===== src/rtl/pmp_check_pipe.sv =====
// Round-robin arbitrated PMP checker: S1 match, S2 winner/permission, registered response.
// Define PMP_FAULT_LOG_EN to add the FaultAddr/FaultCnt fault log outputs.
module pmp_check_pipe #(
    parameter int unsigned PA_BITS     = 56,
    parameter int unsigned PMP_ENTRIES = 16,
    parameter int unsigned NUM_CH      = 2,
    parameter logic [1:0]  M_MODE      = 2'b11
) (
    input  logic                                                         clk,
    input  logic                                                         reset,
    input  logic [NUM_CH-1:0]                                            ReqValid,
    output logic [NUM_CH-1:0]                                            ReqReady,
    input  logic [NUM_CH*PA_BITS-1:0]                                    ReqAddr,
    input  logic [NUM_CH*2-1:0]                                          ReqPriv,
    input  logic [NUM_CH*2-1:0]                                          ReqType,
    input  logic [((PMP_ENTRIES > 0) ? PMP_ENTRIES : 1)*8-1:0]           PMPCfg,
    input  logic [((PMP_ENTRIES > 0) ? PMP_ENTRIES : 1)*(PA_BITS-2)-1:0] PMPAdr,
    output logic                                                         RspValid,
    input  logic                                                         RspReady,
    output logic [((NUM_CH > 1) ? $clog2(NUM_CH) : 1)-1:0]               RspCh,
    output logic                                                         RspFault,
    output logic                                                         RspHit,
    output logic [5:0]                                                   RspIdx
`ifdef PMP_FAULT_LOG_EN
    ,
    output logic [PA_BITS-1:0]                                           FaultAddr,
    output logic [15:0]                                                  FaultCnt
`endif
);

    localparam int unsigned AW = PA_BITS - 2;
    localparam int unsigned NE = (PMP_ENTRIES > 0) ? PMP_ENTRIES : 1;
    localparam int unsigned CW = (NUM_CH > 1) ? $clog2(NUM_CH) : 1;

    logic [CW-1:0]      ptr_q, ptr_d, grant;
    logic               gnt_any, accept, s1_ready, s2_ready, out_ready;
    logic [PA_BITS-1:0] req_addr;
    logic [1:0]         req_priv, req_type;

    logic               s1_valid_q, s2_valid_q, rsp_valid_q;
    logic [PA_BITS-1:0] s1_addr_q;
    logic [1:0]         s1_priv_q, s1_type_q, s2_priv_q, s2_type_q;
    logic [CW-1:0]      s1_ch_q, s2_ch_q, rsp_ch_q;
    logic               s2_hit_q, rsp_hit_q, rsp_fault_q;
    logic [5:0]         s2_idx_q, rsp_idx_q;
    logic [3:0]         s2_lxwr_q;

    assign out_ready = !rsp_valid_q || RspReady;
    assign s2_ready  = !s2_valid_q || out_ready;
    assign s1_ready  = !s1_valid_q || s2_ready;
    assign accept    = gnt_any && s1_ready;

    // Round-robin: lowest requesting channel at or above the pointer, else lowest overall
    always_comb begin
        grant   = '0;
        gnt_any = 1'b0;
        for (int c = NUM_CH - 1; c >= 0; c--) begin
            if (ReqValid[c]) begin
                grant   = CW'(c);
                gnt_any = 1'b1;
            end
        end
        for (int c = NUM_CH - 1; c >= 0; c--) begin
            if (ReqValid[c] && (CW'(c) >= ptr_q)) grant = CW'(c);
        end
    end

    always_comb begin
        ReqReady = '0;
        req_addr = '0;
        req_priv = '0;
        req_type = '0;
        for (int c = 0; c < NUM_CH; c++) begin
            ReqReady[c] = accept && (CW'(c) == grant);
            if (CW'(c) == grant) begin
                req_addr = ReqAddr[c*PA_BITS +: PA_BITS];
                req_priv = ReqPriv[c*2 +: 2];
                req_type = ReqType[c*2 +: 2];
            end
        end
        ptr_d = ptr_q;
        if (accept) ptr_d = (grant == CW'(NUM_CH - 1)) ? '0 : grant + CW'(1);
    end

    logic [AW-1:0] s1_pa;
    logic [NE-1:0] match;
    assign s1_pa = s1_addr_q[PA_BITS-1:2];

    if (PMP_ENTRIES == 0) begin : g_none
        assign match = '0;
    end else begin : g_match
        for (genvar i = 0; i < PMP_ENTRIES; i++) begin : g_ent
            logic [AW-1:0] adr, lo, nmask;
            logic [1:0]    mode;
            logic          tor_m, na4_m, napot_m;
            assign adr  = PMPAdr[i*AW +: AW];
            assign mode = PMPCfg[i*8+3 +: 2];
            if (i == 0) begin : g_lo0
                assign lo = '0;
            end else begin : g_lo
                assign lo = PMPAdr[(i-1)*AW +: AW];
            end
            // NAPOT don't-care bits: trailing ones plus the first zero above them
            assign nmask    = adr ^ (adr + AW'(1));
            assign tor_m    = (s1_pa >= lo) && (s1_pa < adr);
            assign na4_m    = (s1_pa == adr);
            assign napot_m  = ((s1_pa ^ adr) & ~nmask) == '0;
            assign match[i] = (mode == 2'd1) ? tor_m :
                              (mode == 2'd2) ? na4_m :
                              (mode == 2'd3) ? napot_m : 1'b0;
        end
    end

    logic       win_hit;
    logic [5:0] win_idx;
    logic [3:0] win_lxwr;

    always_comb begin
        win_hit  = 1'b0;
        win_idx  = '0;
        win_lxwr = '0;
        for (int i = int'(PMP_ENTRIES) - 1; i >= 0; i--) begin
            if (match[i]) begin
                win_hit  = 1'b1;
                win_idx  = 6'(i);
                win_lxwr = {PMPCfg[i*8+7], PMPCfg[i*8 +: 3]};
            end
        end
    end

    logic perm, enforce, s2_fault;

    always_comb begin
        perm     = 1'b0;
        enforce  = 1'b0;
        s2_fault = 1'b0;
        case (s2_type_q)
            2'b01:   perm = s2_lxwr_q[1];
            2'b10:   perm = s2_lxwr_q[2];
            default: perm = s2_lxwr_q[0];
        endcase
        enforce = (s2_priv_q != M_MODE) || (s2_hit_q && s2_lxwr_q[3]);
        if (s2_hit_q) s2_fault = enforce && !perm;
        else          s2_fault = (PMP_ENTRIES > 0) && (s2_priv_q != M_MODE);
    end

    always_ff @(posedge clk or posedge reset) begin
        if (reset) begin
            ptr_q       <= '0;
            s1_valid_q  <= 1'b0;
            s1_addr_q   <= '0;
            s1_priv_q   <= '0;
            s1_type_q   <= '0;
            s1_ch_q     <= '0;
            s2_valid_q  <= 1'b0;
            s2_hit_q    <= 1'b0;
            s2_idx_q    <= '0;
            s2_lxwr_q   <= '0;
            s2_priv_q   <= '0;
            s2_type_q   <= '0;
            s2_ch_q     <= '0;
            rsp_valid_q <= 1'b0;
            rsp_fault_q <= 1'b0;
            rsp_hit_q   <= 1'b0;
            rsp_idx_q   <= '0;
            rsp_ch_q    <= '0;
        end else begin
            ptr_q <= ptr_d;
            if (s1_ready) begin
                s1_valid_q <= accept;
                if (accept) begin
                    s1_addr_q <= req_addr;
                    s1_priv_q <= req_priv;
                    s1_type_q <= req_type;
                    s1_ch_q   <= grant;
                end
            end
            if (s2_ready) begin
                s2_valid_q <= s1_valid_q;
                if (s1_valid_q) begin
                    s2_hit_q  <= win_hit;
                    s2_idx_q  <= win_idx;
                    s2_lxwr_q <= win_lxwr;
                    s2_priv_q <= s1_priv_q;
                    s2_type_q <= s1_type_q;
                    s2_ch_q   <= s1_ch_q;
                end
            end
            if (out_ready) begin
                rsp_valid_q <= s2_valid_q;
                if (s2_valid_q) begin
                    rsp_fault_q <= s2_fault;
                    rsp_hit_q   <= s2_hit_q;
                    rsp_idx_q   <= s2_idx_q;
                    rsp_ch_q    <= s2_ch_q;
                end
            end
        end
    end

    assign RspValid = rsp_valid_q;
    assign RspFault = rsp_fault_q;
    assign RspHit   = rsp_hit_q;
    assign RspIdx   = rsp_idx_q;
    assign RspCh    = rsp_ch_q;

    logic unused_cfg;
    assign unused_cfg = ^PMPCfg;

`ifdef PMP_FAULT_LOG_EN
    logic [PA_BITS-1:0] s2_addr_q, rsp_addr_q, fault_addr_q;
    logic [15:0]        fault_cnt_q;

    always_ff @(posedge clk or posedge reset) begin
        if (reset) begin
            s2_addr_q    <= '0;
            rsp_addr_q   <= '0;
            fault_addr_q <= '0;
            fault_cnt_q  <= '0;
        end else begin
            if (s2_ready && s1_valid_q) s2_addr_q <= s1_addr_q;
            if (out_ready && s2_valid_q) rsp_addr_q <= s2_addr_q;
            if (rsp_valid_q && RspReady && rsp_fault_q) begin
                fault_addr_q <= rsp_addr_q;
                if (fault_cnt_q != 16'hFFFF) fault_cnt_q <= fault_cnt_q + 16'd1;
            end
        end
    end

    assign FaultAddr = fault_addr_q;
    assign FaultCnt  = fault_cnt_q;
`else
    logic unused_lo;
    assign unused_lo = ^s1_addr_q[1:0];
`endif

endmodule


===== config.mk =====
export PLATFORM = sky130hd
export DESIGN_NAME = pmp_check_pipe
export DESIGN_NICKNAME = d
export VERILOG_FILES = /design/src/rtl/pmp_check_pipe.sv
export SDC_FILE = /design/constraint.sdc
export NUM_CORES = 2
export LEC_CHECK = 0
export ABC_AREA = 1
export BUFFER_PORTS_ARGS = -buffer_cell sky130_fd_sc_hd__buf_2
export CAP_MARGIN = 5
export CORE_AREA = 10 10 436 438
export DETAILED_ROUTE_END_ITERATION = 7
export DIE_AREA = 0 0 446 448
export PLACE_DENSITY = 0.48
export SYNTH_ARGS = -nofsm -noshare
export SYNTH_HDL_FRONTEND = slang
export SYNTH_SLANG_ARGS = --single-unit

===== constraint.sdc =====
create_clock -name clk -period 3 [get_ports clk]
set_input_delay 0.45 -clock clk [delete_from_list [all_inputs] [get_ports clk]]
set_output_delay 0.45 -clock clk [all_outputs]
set_load 0.02 [all_outputs]

Word-level counts from Yosys, hierarchy flattened:

Cells that the tools add are included.

* output and inout bits: 12
* register bits: 90
* logic and storage cells: 358

* bitwise operators: 65
* reduce and logical (&&, ||, !) cells: 50
* eq/ne operators: 67
* order comparisons: 34
* add/subtract/negate cells: 17
* multiplexer cells: 107

Operators with widths (count)
* $xor 54x54->54: 32
* $add 54x1->54 const B: 16
* $and 54x54->54: 16
* $eq 54x54->1: 16
* $logic_not 54->1: 16
* $lt 54x54->1: 16
* $not 54->54: 16
* $ge 54x54->1: 15
* $mux 6: 15
* $mux 1: 71
* $mux 4: 17
* $eq 2x2->1 const B: 33
* $mux 56: 1
* $ge 54x1->1 const B: 1
* $eq 2x1->1 const B: 17
* $logic_and 1x1->1: 23
* $reduce_and 2->1: 3
* $logic_not 1->1: 4
* $logic_or 1x1->1: 4
* $mux 2: 2
* $ge 1x1->1 const A: 2
* $ne 2x2->1 const B: 1
* $pmux 1 s2: 1
* $add 1x1->1 const B: 1
* $not 1->1: 1

Depth between registers and ports, before layout:

* word-level depth: 24
* mapped depth: 35

Worst setup path before layout:

OpenSTA, ideal clock, no wires.

* kind: register to register
* from: reg s1_addr_q[47]
* to: reg s2_idx_q[0]
* slack: 0.070 ns
* setup time: 0.116 ns
* data arrival time: 2.813 ns
* buffers on the path: 0
* data required time: 2.884 ns
* cell stages (with the launch flop): 26
* cells stage by stage: dfrtp_1 -> ha_1 -> nand2_1 -> nor3_1 -> nand4_1 -> nor3_1 -> and2_1 -> nand2_1 -> nand3_1 -> nor2_1 -> a21oi_2 -> nand2_2 -> nor2_1 -> nor2_1 -> nor2_1 -> nor2_1 -> nor2_1 -> nor2_1 -> nor2_1 -> o21bai_1 -> nand2_1 -> nand2_1 -> nand2_1 -> nand2_1 -> nand2_1 -> nand2_1

* longest elaborated chain between the ends: 22
* elaborated cells between the ends (all ways): 176
* those cells by class: order compare: 32; eq/ne: 16; mux: 64; bitwise: 32; reduce/logical: 32

Ends and longest elaborated chain
* start, declared: RTL line 41 `logic [PA_BITS-1:0] s1_addr_q;`
* start signal, assigned: RTL line 172 `s1_addr_q <= req_addr;`
* branches (longest 21 deep; another with $ge 54x54->1)
* $mux 6 *: RTL line 123 `if (match[i]) begin`
* end signal, assigned: RTL line 182 `s2_idx_q <= win_idx;`
* end, declared: RTL line 45 `logic [5:0] s2_idx_q, rsp_idx_q;`

Mark *: on every way between the ends.
A chain may end at the register's enable or synchronous reset.

Final worst setup path:

* from: reg s1_addr_q[46]
* to: reg s2_lxwr_q[1]

* longest elaborated chain between the ends: 22
* elaborated cells between the ends (all ways): 176
* those cells by class: order compare: 32; eq/ne: 16; mux: 64; bitwise: 32; reduce/logical: 32

Ends and longest elaborated chain
* branches (longest 21 deep; another with $ge 54x54->1)
* $mux 4 *: RTL line 123
* end signal, assigned: RTL line 183 `s2_lxwr_q <= win_lxwr;`
* end, declared: RTL line 46 `logic [3:0] s2_lxwr_q;`

Marks and branches as above.

==> flow_metrics.tcl <==
set metrics [dict create \
    status "finished, violations left" \
    violations "negative setup slack" \
    maxSlewHeadroom 0.481 \
    drt_wl_total_microns 398000 \
    seqPwrFrac 0.055 \
    place_ws_ps -1160 \
    path_clk_slew_ps 90 \
    vias 77900 \
    grt_max_degree 60 \
    critPathKind "reg -> reg" \
    post-place-cells 14900 \
    swShare 0.541 \
    die-width_microns 446 \
    fin_ws_ps -706 \
    final_nets 14600 \
    grt_usage 0.376 \
    ant_nets 0 \
    cts_root_buffer "clkbuf_16" \
    combPwrFrac 0.916 \
    critPathSlowestCell "dfrtp_4" \
    rsz0062_at_grt "true" \
    p_switching_mw 24.8 \
    initialDrtViolationCount 6917 \
    ir_drop_mv 0.376 \
    synth.avg_cell_area_sq_um 5.54 \
    hold_path.class "in -> async" \
    fmax_mhz 270 \
    crit_top_cell "nand2_1" \
    synth_ff_type "dfrtp_1" \
    io_pins 1129 \
    drt_first_pass_iters 8 \
    globalplace.congestion 1.12 \
    post-route-period-util 1.24 \
    powerDensity_nw_per_um2 556 \
    ys_seq_elements 84 \
    final_cells 15100 \
    start_util 0.262 \
    die_area_sq_um 200000 \
    critPathLaunchType "flip-flop" \
    viasPerCell 5.17 \
    power.leakage_nw 45.1 \
    clk_path_buf_depth 2 \
    worstMarginPinSlew_ps 777 \
    area_growth_pct 73.1 \
    postSynthCellCount 8593 \
    setup_viol 9 \
    crit_required_ps 3310 \
    cp_slowest_stage_delay_ps 630 \
    synth_cell_types 75 \
    skew_ps 23.5 \
    intPower_mw 21.1 \
    cts_buffers 9 \
    detail_route.wl_per_cell_microns 26.4 \
    synth_area_sq_um 47600 \
    ys_async_sr_fraction 1.00 \
    finalMaxSlewViolations 0 \
    cap_violations 0 \
    pwr-share-clk 0.028 \
    clock_sinks 84 \
    grt_pass1_wl_microns 544000 \
    worstPathArrival_ps 4020 \
    final_area_sq_um 82400 \
    end_kind "flip-flop" \
    clock_latency_ps 420 \
    antenna_found_initial 129 \
    hold_viol 0 \
    overflow 0 \
    numPortBuffers 1090 \
    num-fill-cells 19700 \
    fin_crit_ps 3710 \
    layout-drive-gt1-share 0.363 \
    drc 0 \
    hpwl_microns 353000 \
    fin_setup_tns_ps -5420 \
    htree_num_levels 3 \
    crit_fanout 5 \
    first_global_vias 76200 \
    placed_cell_area_sq_um 78500 \
    synth-edff-count 0 \
    ys_seq_area_frac 0.0441 \
    yosysWarnings 0 \
    tritoncts "done" \
    die_h_microns 448 \
    rows 157 \
    core_sq_um 182000 \
]
[critical path: cells and delay by family, from the launching register on]
| family | cells | cell delay, ps |
|---|---|---|
| AND/OR/NAND/NOR | 26 | 2030 |
| adder cells (fa/ha/maj) | 1 | 340 |
| AO/OA/AOI/OAI | 1 | 120 |
| flip-flops | 1 | 630 |
| buffers and inverters | 3 | 460 |
[power groups by stage]
stage | combinational [mW] | clock (mW) | sequential, mW
2_1_floorplan | 14.5 | 0 | 2.72
3_3_place_gp | 37.5 | 0 | 2.84
3_5_place_dp | 37.8 | 0 | 2.84
4_1_cts | 39.7 | 1.31 | 2.58
5_1_grt | 44.8 | 1.33 | 2.55
6_report | 42.0 | 1.29 | 2.54
[layout by cell type, fill, tap and decap left out, types with 24 or more instances in the layout]
master / synthesis / routed
nor2_4: 12 / 32
ha_4: 0 / 61
a211oi_1: 32 / 24
nand2_2: 12 / 59
nor2_1: 1125 / 1079
o21ai_0: 224 / 190
a31o_2: 28 / 28
buf_2: 0 / 1087
a21oi_1: 517 / 490
nor3_1: 405 / 374
a31oi_1: 44 / 43
buf_6: 2 / 38
o21bai_1: 56 / 56
nor3_2: 19 / 41
dfrtp_1: 84 / 31
nor4_1: 233 / 212
nor2_2: 35 / 61
dfrtp_2: 0 / 44
a21o_1: 32 / 32
a21oi_2: 2 / 27
buf_4: 2 / 2753
inv_1: 1623 / 1615
o21a_1: 29 / 29
o22ai_1: 116 / 116
nand2_1: 2098 / 2040
nand3_1: 382 / 367
ha_1: 882 / 820
buf_12: 0 / 129
diode_2: 0 / 73
nand3_2: 25 / 33
o211ai_1: 42 / 42
o21ai_1: 14 / 40
nand4_1: 294 / 294
[routing by layer]
layer  wire [microns]  track usage  vias to the layer above
met4            37800        0.293                       50
met5              324            0                        -
met2           174000        0.597                     3629
li1                 -            -                    37000
met1           157000        0.449                    36200
met3            29600       0.0640                      991
[worst paths after layout]
check | from | endpoint | slack [ps] | cells after the start
worst max-delay path | s1_addr_q[46] | s2_lxwr_q[1] | -710 | 31
worst min-delay path | reset | s1_addr_q[53] | 70 | 2
worst max register to register | s1_addr_q[46] | s2_lxwr_q[1] | -710 | 31
worst min register to register | RspIdx[0] | RspIdx[0] | 480 | 2
max in group asynchronous | reset | s1_addr_q[15] | 2080 | 3
min in group clk | ReqAddr[22] | s1_addr_q[22] | 250 | 3
[Yosys cell counts, drive strengths merged (3+ instances only)]
cell,number,area (sq um)
o21a,29,218
o21bai,56,420
nor3,427,2270
a41o,6,60.1
nor3b,24,190
nand3,407,2160
a221oi,11,96.3
a21oi,519,2610
a22o,3,26.3
a21o,32,240
o31ai,3,22.5
a21boi,3,22.5
and3,6,38.8
nor2,1172,4580
clkinv,6,22.5
ha,882,11000
a31oi,44,275
a31o,28,245
a211oi,32,240
inv,1637,6140
or2,27,169
o22ai,116,726
nand2,2111,7960
buf,5,41.3
nor4,234,1470
a2111oi,5,43.8
o211ai,42,315
xnor2,5,43.8
o2111ai,12,105
and2,7,46.3
a41oi,3,26.3
o21ai,240,1210
clkbuf,18,67.6
dfrtp,84,2100
nand3b,22,169
nand4,298,1890
o221ai,13,114
[stage by stage]
| stage | hold slack (ps) | power (mW) | utilization |
|---|---|---|---|
| finish | 73.1 | 45.8 | 0.453 |
| global route | 103 | 48.7 | 0.453 |
| CTS | 72.7 | 43.6 | 0.444 |
| detailed placement | 465 | 40.6 | 0.432 |
| global placement | 455 | 40.4 | 0.432 |
| floorplan | 442 | 17.2 | - |
[what timing repair did]
action,in CTS,in global routing
setup endpoints to repair,9,10
gates cloned,3,0
pin swaps,77,130
resized for setup,260,242
hold buffers,0,0
buffers inserted,80,47
[cells by family (layout without fill, tap and decap cells)]
logic type	after synthesis	in the layout	synth area share
AOI/OAI and AO/OA	1210	1210	0.150
xor gates and xnor gates	7	7	0.00129
adders and majority gates	882	882	0.232
buffers and inverters	1666	5678	0.132
DFF	84	84	0.0441
other	1	75	0.0000788
and+or+nand+nor	4743	4746	0.441
[area by class of cell]
| type | instances | area, sq um | share of cell area |
|---|---|---|---|
| Multi-Input combinational cell | 6847 | 41300 | 0.501 |
| Tap cell | 2385 | 2980 | 0.0362 |
| Sequential cell | 84 | 2190 | 0.0266 |
| Inverter | 1643 | 6180 | 0.0750 |
| Antenna cell | 73 | 183 | 0.00222 |
| Timing Repair Buffer | 4019 | 29300 | 0.355 |
| Clock buffer | 9 | 225 | 0.00273 |
| Clock inverter | 7 | 76.3 | 0.000926 |
[flip-flops by register name (all words and copies together) (netlist names)]
name        cells
RspValid        1
s2_ch_q         1
RspFault        1
s1_valid_q      1
RspIdx          4
s2_priv_q       2
s1_type_q       2
s2_idx_q        4
RspHit          1
s1_ch_q         1
s2_type_q       2
ptr_q           1
s1_priv_q       2
s1_addr_q      54
s2_valid_q      1
s2_hit_q        1
s2_lxwr_q       4
RspCh           1
No activity file was read; power rests on OpenSTA's default activity.
